<file path="src/rtl/relay_pkg.sv">
// Shared definitions for the relay-machine register transfer path:
// transfer FSM states, register bank indices and default bus geometry.
package relay_pkg;

  localparam int DEF_NUM_REG = 8;
  localparam int DEF_WIDTH   = 8;
  localparam int STATE_W     = 3;

  // Register bank indices as wired on the data bus.
  localparam int REG_A  = 0;
  localparam int REG_B  = 1;
  localparam int REG_C  = 2;
  localparam int REG_D  = 3;
  localparam int REG_M1 = 4;
  localparam int REG_M2 = 5;
  localparam int REG_X  = 6;
  localparam int REG_Y  = 7;

  // Transfer FSM encoding, fixed values so debug dumps stay comparable.
  typedef enum logic [STATE_W-1:0] {
    IDLE    = 3'd0,
    SELECT  = 3'd1,
    LOAD    = 3'd2,
    RELEASE = 3'd3,
    DONE    = 3'd4
  } xfer_state_t;

endpackage

</file>
<file path="src/rtl/reg_transfer_sequencer_phase_timer.sv">
// Loadable down-counter that times each relay phase.
// A load takes priority; otherwise the count decrements and parks at zero.
module phase_timer #(
  parameter int W = 2
) (
  input  logic         i_clk,
  input  logic         i_rst,
  input  logic         i_load,
  input  logic [W-1:0] i_val,
  output logic         o_zero
);

  logic [W-1:0] r_cnt;

  // Reload on request, else count down towards zero and hold there.
  always_ff @(posedge i_clk or posedge i_rst) begin
    if (i_rst) begin
      r_cnt <= '0;
    end else if (i_load) begin
      r_cnt <= i_val;
    end else if (r_cnt != '0) begin
      r_cnt <= r_cnt - W'(1);
    end
  end

  assign o_zero = (r_cnt == '0);

endmodule

</file>
<file path="src/rtl/reg_transfer_sequencer.sv">
// Executes one MOV dst,src on the relay register bank: raises sel[src]
// to put the source on the wired-OR bus, lets it settle, pulses load[dst],
// releases load while the bus is still driven, then reports done.
//
// Handshake: start is sampled only in IDLE together with src_idx/dst_idx.
// A valid request makes busy high from the next cycle until the cycle after
// the done pulse; done is a single-cycle pulse with busy still high. Requests
// with an out-of-range index produce a one-cycle err pulse and nothing else.
// start seen while busy is ignored, so holding start high chains transfers
// with one IDLE cycle between them.
//
// DONE lasts two cycles: a quiet cycle with the bus released, then the cycle
// carrying the done pulse, so the bank sees an undriven bus before the
// sequencer reports completion.
module reg_transfer_sequencer
  import relay_pkg::*;
#(
  parameter int NUM_REG    = DEF_NUM_REG,
  parameter int WIDTH      = DEF_WIDTH,
  parameter int SEL_SETTLE = 2,
  parameter int LOAD_HOLD  = 2,
  parameter int IDX_W      = $clog2(NUM_REG)
) (
  input  logic                       clk,
  input  logic                       reset,
  input  logic                       start,
  input  logic [IDX_W-1:0]           src_idx,
  input  logic [IDX_W-1:0]           dst_idx,
  input  logic [NUM_REG*WIDTH-1:0]   reg_q,
  output logic [NUM_REG-1:0]         sel,
  output logic [NUM_REG-1:0]         load,
  output logic [WIDTH-1:0]           bus,
  output logic                       busy,
  output logic                       done,
  output logic                       err,
  output logic [STATE_W-1:0]         o_dbg_state
);

  localparam int MAX_PH = (SEL_SETTLE > LOAD_HOLD) ? SEL_SETTLE : LOAD_HOLD;
  localparam int TW     = $clog2(MAX_PH + 1);

  generate
    if (SEL_SETTLE < 1) begin : g_bad_settle
      $fatal(1, "SEL_SETTLE must be at least 1");
    end
    if (LOAD_HOLD < 1) begin : g_bad_hold
      $fatal(1, "LOAD_HOLD must be at least 1");
    end
    if (NUM_REG < 2) begin : g_bad_nreg
      $fatal(1, "NUM_REG must be at least 2");
    end
  endgenerate

  xfer_state_t          r_state;
  xfer_state_t          w_next;
  logic [IDX_W-1:0]     r_src;
  logic [IDX_W-1:0]     r_dst;
  logic [NUM_REG-1:0]   r_sel;
  logic [NUM_REG-1:0]   r_load;
  logic                 r_busy;
  logic                 r_done;
  logic                 r_err;

  logic                 w_idx_ok;
  logic                 w_start_bad;
  logic                 w_accept;
  logic [IDX_W-1:0]     w_src;
  logic [IDX_W-1:0]     w_dst;
  logic [NUM_REG-1:0]   w_src_oh;
  logic [NUM_REG-1:0]   w_dst_oh;
  logic                 w_drive_sel;
  logic                 w_tmr_load;
  logic [TW-1:0]        w_tmr_val;
  logic                 w_tmr_zero;

  phase_timer #(.W(TW)) u_timer (
    .i_clk  (clk),
    .i_rst  (reset),
    .i_load (w_tmr_load),
    .i_val  (w_tmr_val),
    .o_zero (w_tmr_zero)
  );

  assign w_idx_ok = (32'(src_idx) < 32'(NUM_REG)) && (32'(dst_idx) < 32'(NUM_REG));
  assign w_accept = (r_state == IDLE) && (w_next == SELECT);

  // Indices in effect for the next cycle: live inputs when a request is taken.
  assign w_src    = (r_state == IDLE) ? src_idx : r_src;
  assign w_dst    = (r_state == IDLE) ? dst_idx : r_dst;
  assign w_src_oh = NUM_REG'(1) << w_src;
  assign w_dst_oh = NUM_REG'(1) << w_dst;

  // src==dst is a clear: the bus stays undriven so the destination loads 0.
  assign w_drive_sel = (w_next inside {SELECT, LOAD, RELEASE}) && (w_src != w_dst);

  // Next state and phase timer reloads.
  always_comb begin
    w_next      = r_state;
    w_tmr_load  = 1'b0;
    w_tmr_val   = '0;
    w_start_bad = 1'b0;
    case (r_state)
      IDLE: begin
        if (start) begin
          if (w_idx_ok) begin
            w_next     = SELECT;
            w_tmr_load = 1'b1;
            w_tmr_val  = TW'(SEL_SETTLE - 1);
          end else begin
            w_start_bad = 1'b1;
          end
        end
      end
      SELECT: begin
        if (w_tmr_zero) begin
          w_next     = LOAD;
          w_tmr_load = 1'b1;
          w_tmr_val  = TW'(LOAD_HOLD - 1);
        end
      end
      LOAD: begin
        if (w_tmr_zero) begin
          w_next = RELEASE;
        end
      end
      RELEASE: begin
        w_next     = DONE;
        w_tmr_load = 1'b1;
        w_tmr_val  = TW'(1);
      end
      DONE: begin
        if (w_tmr_zero) begin
          w_next = IDLE;
        end
      end
      default: begin
        w_next = IDLE;
      end
    endcase
  end

  // State register and latched operand indices.
  always_ff @(posedge clk or posedge reset) begin
    if (reset) begin
      r_state <= IDLE;
      r_src   <= '0;
      r_dst   <= '0;
    end else begin
      r_state <= w_next;
      if (w_accept) begin
        r_src <= src_idx;
        r_dst <= dst_idx;
      end
    end
  end

  // Registered strobes and status, decoded from the state being entered.
  always_ff @(posedge clk or posedge reset) begin
    if (reset) begin
      r_sel  <= '0;
      r_load <= '0;
      r_busy <= 1'b0;
      r_done <= 1'b0;
      r_err  <= 1'b0;
    end else begin
      r_sel  <= w_drive_sel ? w_src_oh : '0;
      r_load <= (w_next == LOAD) ? w_dst_oh : '0;
      r_busy <= (w_next != IDLE);
      r_done <= (r_state == DONE) && !w_tmr_zero;
      r_err  <= w_start_bad;
    end
  end

  // Wired-OR bus: every selected register contributes its slice.
  always_comb begin
    bus = '0;
    for (int i = 0; i < NUM_REG; i++) begin
      if (r_sel[i]) begin
        bus = bus | reg_q[i*WIDTH +: WIDTH];
      end
    end
  end

  assign sel         = r_sel;
  assign load        = r_load;
  assign busy        = r_busy;
  assign done        = r_done;
  assign err         = r_err;
  assign o_dbg_state = r_state;

endmodule

</file>
<file path="config.mk">
export PLATFORM = sky130hd
export DESIGN_NAME = reg_transfer_sequencer
export DESIGN_NICKNAME = d
export VERILOG_FILES = /design/src/rtl/relay_pkg.sv /design/src/rtl/reg_transfer_sequencer_phase_timer.sv /design/src/rtl/reg_transfer_sequencer.sv
export SDC_FILE = /design/constraint.sdc
export NUM_CORES = 1
export LEC_CHECK = 0
export BUFFER_PORTS_ARGS = -buffer_cell sky130_fd_sc_hd__buf_2
export CAP_MARGIN = 25
export CORE_MARGIN = 2
export CORE_UTILIZATION = 47
export DETAILED_ROUTE_END_ITERATION = 16
export MAX_ROUTING_LAYER = met4
export PLACE_DENSITY = 0.86
export SYNTH_ARGS = -nofsm -noshare
export SYNTH_HDL_FRONTEND = slang
export SYNTH_SLANG_ARGS = --single-unit
</file>
<file path="constraint.sdc">
create_clock -name clk -period 2.53 [get_ports clk]
set_input_delay 0.253 -clock clk [delete_from_list [all_inputs] [get_ports clk]]
set_output_delay 0.253 -clock clk [all_outputs]
set_load 0.01 [all_outputs]
</file>
==> After elaboration in Yosys (flattened, before gate mapping) <==
Cells that the tools add are included.
{ "word_totals": {"reg_bits": 29, "latchBits": 0, "ramBits": 0, "rom_bits": 0, "inputBits": 73, "output_inout_bits": 30, "elab_cells": 61, "mem_count": 0} }
{ "classes": {"addsub": 1, "mul": 0, "n_div": 0, "n_lt_le_gt_ge": 0, "n_eq_ne": 8, "shift": 2, "mux": 25, "bitwise": 7, "n_reduce_logical": 10} }
{ "ops": {"columns": ["op", "n"], "rows": [
  ["$mux W8", 10],
  ["$or A8 B8 Y8", 7],
  ["$mux W3", 6],
  ["$shl A1 B3 Y8 const A", 2],
  ["$pmux W3 S5", 1],
  ["$eq A3 B2 Y1 const B", 4],
  ["$eq A3 B1 Y1 const B", 2],
  ["$pmux W1 S3", 2],
  ["$reduce_bool A3 Y1", 2],
  ["$mux W1", 4],
  ["$mux W2", 2],
  ["$reduce_bool A2 Y1", 2],
  ["$eq A3 B3 Y1 const B", 1],
  ["$logic_and A1 B1 Y1", 3],
  ["$logic_not A3 Y1", 1],
  ["$ne A3 B3 Y1", 1],
  ["$logic_not A2 Y1", 1],
  ["$sub A2 B1 Y2 const B", 1],
  ["$logic_not A1 Y1", 1]
]} }

==> Logic depth before layout (Yosys ltp) <==
{ "logic_depth": {"word_depth": 15, "depth_mapped": 6, "mapped_depth_nobuf": 5} }

==> By module <==
Synthesis repeated with hierarchy kept, for this count alone.
{ "hier_totals": {"cells_unflattened": 174, "area_unflattened_um2": 1756.7} }
{ "by_module_without_submodules": {"columns": ["mod", "instances", "cells_each", "area_each_um2", "seq_area_each_um2"], "rows": [
  ["reg_transfer_sequencer", 1, 161, 1629.1, 675.6],
  ["phase_timer", 1, 13, 127.6, 50.0]
]} }

==> Worst setup path after synthesis <==
No wires, ideal clock.
{ "synth_timing": {"path_kind": "flip-flop to flip-flop", "from": "register r_state[1] (netlist: o_dbg_state[1])", "to": "register r_dst[0]", "setup_time_ns": 0.127, "t_arrival_ns": 1.410, "t_required_ns": 2.403, "path_slack_ns": 0.992, "path_stages_with_launch": 5, "path_buffers": 1, "period_less_slack_ns": 1.538, "cell_sequence": "dfrtp_1 -> nor3_2 -> and2_1 -> buf_2 -> mux2_1"} }
{ "synth_between": {"elab_chain_cells": 4, "elab_cells_between_ends": 12, "classes_between": "eq/ne (5); mux (5); reduce/logical (2)"} }
{ "synth_lines": {"columns": ["element", "line", "rtl"], "rows": [
  ["from (decl)", "reg_transfer_sequencer.sv:54", "xfer_state_t r_state;"],
  ["from (signal assigned)", "reg_transfer_sequencer.sv:149", "r_state <= w_next;"],
  ["$eq A3 B3 Y1, or another cell as far along", "reg_transfer_sequencer.sv:102", "case (r_state)"],
  ["$pmux W3 S5", "reg_transfer_sequencer.sv:102", null],
  ["$eq A3 B1 Y1", "reg_transfer_sequencer.sv:85", "assign w_accept = (r_state == IDLE) && (w_next == SELECT);"],
  ["$logic_and A1 B1 Y1 (*)", "reg_transfer_sequencer.sv:85", null],
  ["to (signal assigned)", "reg_transfer_sequencer.sv:152", "r_dst <= dst_idx;"],
  ["to (decl)", "reg_transfer_sequencer.sv:57", "logic [IDX_W-1:0] r_dst;"]
]} }
Every way passes the cells marked *; elsewhere a longest branch is shown, timed or not.
A chain may end at the register's enable or synchronous reset.

==> Worst setup path in the final report <==
{ "layout_timing": {"from": "register r_state[1] (netlist: o_dbg_state[1])", "to": "register r_src[2]"} }
{ "layout_between": {"elab_chain_cells": 4, "elab_cells_between_ends": 12, "classes_between": "eq/ne (5); mux (5); reduce/logical (2)"} }
{ "layout_lines": {"columns": ["element", "line", "rtl"], "rows": [
  ["$eq A3 B3 Y1, or another cell as far along", "reg_transfer_sequencer.sv:102", null],
  ["$pmux W3 S5", "reg_transfer_sequencer.sv:102", null],
  ["$eq A3 B1 Y1", "reg_transfer_sequencer.sv:85", null],
  ["$logic_and A1 B1 Y1 (*)", "reg_transfer_sequencer.sv:85", null],
  ["to (signal assigned)", "reg_transfer_sequencer.sv:151", "r_src <= src_idx;"],
  ["to (decl)", "reg_transfer_sequencer.sv:56", "logic [IDX_W-1:0] r_src;"]
]} }
Marked as above.

==> results.py <==
metrics = {
    "logic_synthesis": {
        "synth_area_leaders": "dfrtp_1, a22oi_1, mux2i_1",
        "netlist_top_cells_count": "a22oi_1, dfrtp_1, nor2_1",
        "async_flop_share_pct": 100,
        "seq_area_frac_synth_pct": 42.2,
        "syn_nets": 251,
        "synth_top_area_cell": "dfrtp_1",
        "netlist_area_mm2": 0.00172,
        "synth.distinct_cells": 36,
        "synth_top_area_share_pct": 42.2,
        "synth.most_common_cell": "a22oi_1",
        "ys_ff_latch": 29,
        "synth_edf_count": 0,
        "yosysWarnings": 0,
        "syn_avg_cell_area_um2": 9.73,
        "syn-instance-count": 177,
        "synth_ff_type": "dfrtp_1",
    },
    "die": {
        "core_area_mm2": 0.00342,
        "fp.dieW_um": 64.5,
        "io_pins": 103,
        "start_util_pct": 50.4,
        "die_y_um": 64.5,
        "dieArea_mm2": 0.00416,
        "num_rows": 21,
    },
    "place": {
        "post-dp-hpwl_um": 3740,
        "io_buffers": 101,
        "gp_congestion": 0.893,
        "dp_slack_ns": 0.733,
    },
    "outcome": {
        "status": "completed",
    },
    "global_routing": {
        "grt_pass1_vias": 1652,
        "grt_usage_pct": 23.4,
        "antenna_found_initial": 0,
        "gr-total-overflow": 0,
        "grt_first_pass_wirelength_um": 7330,
        "grt_max_degree": 30,
    },
    "critical_path": {
        "regToRegEndpoint": "r_src[2]$_DFFE_PP0P_",
        "crit_chain": "nor3_2 > and2_1 > mux2_1",
        "path_class": "reg -> reg",
        "critPathMaxFanout": 14,
        "end_kind": "flop",
        "critPathMaxStageDelay_ns": 0.55,
        "slowest_stage": "dfrtp_1",
        "r2r-start": "o_dbg_state[1]$_DFF_PP0_",
        "ff2ff_setup_slack_ns": 0.72,
        "crit_family": "simple AND/OR/NAND/NOR gates",
        "critPathBufInv": 0,
        "required_ns": 2.74,
        "worstSetupStartpointType": "flop",
        "arrival_ns": 2.02,
        "ff2ff_path_depth": 3,
    },
    "detailed_routing": {
        "drt-initial-drc-count": 84,
        "via_per_inst": 5.62,
        "wl_per_cell_um": 15.0,
        "ant_nets": 0,
        "drc_errors": 0,
        "dr.pass1.iters": 4,
        "wl_um": 4770,
        "num_vias": 1788,
    },
    "cells_and_area": {
        "diodes": 0,
        "ff_latch_area_um2": 726,
        "layout-drive-gt1-share_pct": 41.2,
        "fill_cells": 307,
        "final_util_pct": 66.2,
        "multi_input_area_um2": 866,
        "area_delta_synth_final_pct": 31.3,
        "fin_nets": 345,
    },
    "sta": {
        "slew_headroom_pct": 60.8,
        "post-route-min-period_ns": 1.81,
        "tightest_slew_ns": 0.578,
        "report.final.slew_viol_count": 0,
        "clock_skew_ns": 0.00702,
        "finalHoldViolCount": 0,
        "fmax_mhz": 552,
        "fin_crit_sh_pct": 71.6,
        "tns_ns": 0,
        "setup_slack_ns": 0.720,
        "setup_viol": 0,
        "rsz0062_at_grt": "no",
    },
    "job": {
        "max_cap_violations": 0,
    },
    "clock_tree": {
        "cts.sinks": 29,
        "cts_tree": "yes",
        "cts_buffer_depth": 2,
        "cts_made_buffers": 5,
        "insertion_delay_ns": 0.32,
        "clockRootBuffer": "clkbuf_4",
        "clk_pin_slew_ns": 0.09,
        "htreeDepth": 2,
    },
    "pwr": {
        "p_leak_nw": 1.17,
        "vdd_drop_max_v": 0.000635,
        "p_per_area_mw_per_mm2": 1090,
    },
    "min_path": {
        "hold_path_depth": 3,
        "holdPathEnd": "r_src[1]$_DFFE_PP0P_",
        "min_path_type": "in -> reg",
        "min_from": "src_idx[1]",
    },
}
## final cells by class
| type | count | area share (%) |
|---|---|---|
| inverter | 10 | 1.66 |
| sequential | 29 | 32.1 |
| multi-input combinational | 122 | 38.3 |
| clock inverter | 2 | 0.443 |
| timing repair buffer | 103 | 23.1 |
| tap | 46 | 2.55 |
| clock buffer | 6 | 1.83 |
## metal layers
layer / GRT usage [%] / share of wire [%] / wire [µm]
met4: 6.65 / 1.2 / 59
met3: 5.90 / 8.6 / 411
met5: - / 0 / 0
met1: 23.9 / 37 / 1760
met2: 44.0 / 53 / 2540
## report_power, final
part,total (mW),switching (mW),internal [mW]
Clock,0.254,0.148,0.105
Sequential,0.915,0.297,0.619
Combinational,1.29,0.688,0.605
Total,2.46,1.13,1.33
## flip-flops by register name, summed over array words and instances (netlist names)
| name | count |
|---|---|
| load | 8 |
| sel | 8 |
| o_dbg_state | 3 |
| r_dst | 3 |
| r_src | 3 |
| u_timer.r_cnt | 2 |
| busy | 1 |
| done | 1 |
## how the worst max path moves through the flow
stage                                  start                    to  slack (ns)  cells past startpoint
floorplan           o_dbg_state[1]$_DFF_PP0_  r_dst[0]$_DFFE_PP0P_        0.99                      4
global placement    o_dbg_state[1]$_DFF_PP0_  r_src[0]$_DFFE_PP0P_        0.84                      3
detailed placement  o_dbg_state[1]$_DFF_PP0_  r_src[2]$_DFFE_PP0P_        0.73                      3
CTS                 o_dbg_state[1]$_DFF_PP0_  r_src[2]$_DFFE_PP0P_        0.72                      3
global route        o_dbg_state[1]$_DFF_PP0_  r_src[0]$_DFFE_PP0P_        0.62                      3
finish              o_dbg_state[1]$_DFF_PP0_  r_src[2]$_DFFE_PP0P_        0.72                      3
## cell usage in the layout, fill, tap and decap left out, drive strengths merged, types with 3 or more instances in the layout
cell    instances
a21oi           3
xor2            5
nand4           8
clkbuf          6
nand3           3
dfrtp          29
mux2i           6
o21ai           4
mux2            3
nor2b           9
nor2           15
a22oi          32
inv            10
buf           102
o311ai          4
a211oi          8
## worst register-to-register path: stages, from the launching register on
cell and delay, ns:
dfrtp_1 0.55, nor3_2 0.48, and2_1 0.32, mux2_1 0.35
## timing repair
| action | 4_1_cts | 5_1_grt |
|---|---|---|
| resized for setup | 0 | 0 |
| setup buffers | 0 | 0 |
| endpoints found under the hold margin | 29 | 0 |
| hold buffers | 1 | 0 |
## metrics by stage
stage | total power, mW | hold WS (ns) | std cells | instance area [µm²]
2_1_floorplan | 1.81 | 0.331 | 177 | 1720
3_3_place_gp | 2.17 | 0.325 | 309 | 2200
3_5_place_dp | 2.21 | 0.333 | 309 | 2200
4_1_cts | 2.48 | 0.205 | 318 | 2260
5_1_grt | 2.67 | 0.221 | 318 | 2260
6_report | 2.46 | 0.209 | 318 | 2260
## cells by family (layout without fill, tap and decap cells)
logic type,Yosys count,after routing,share of synthesized area (%)
DFF,29,29,42.2
and+or+nand+nor,47,47,16.1
adders and majority gates,1,1,0.727
other,1,1,0.218
AOI/OAI and AO/OA,59,59,25.2
muxes,9,9,5.45
buffers and inverters,26,121,7.56
xor gates and xnor gates,5,5,2.54
No activity file was read; power rests on OpenSTA's default activity.
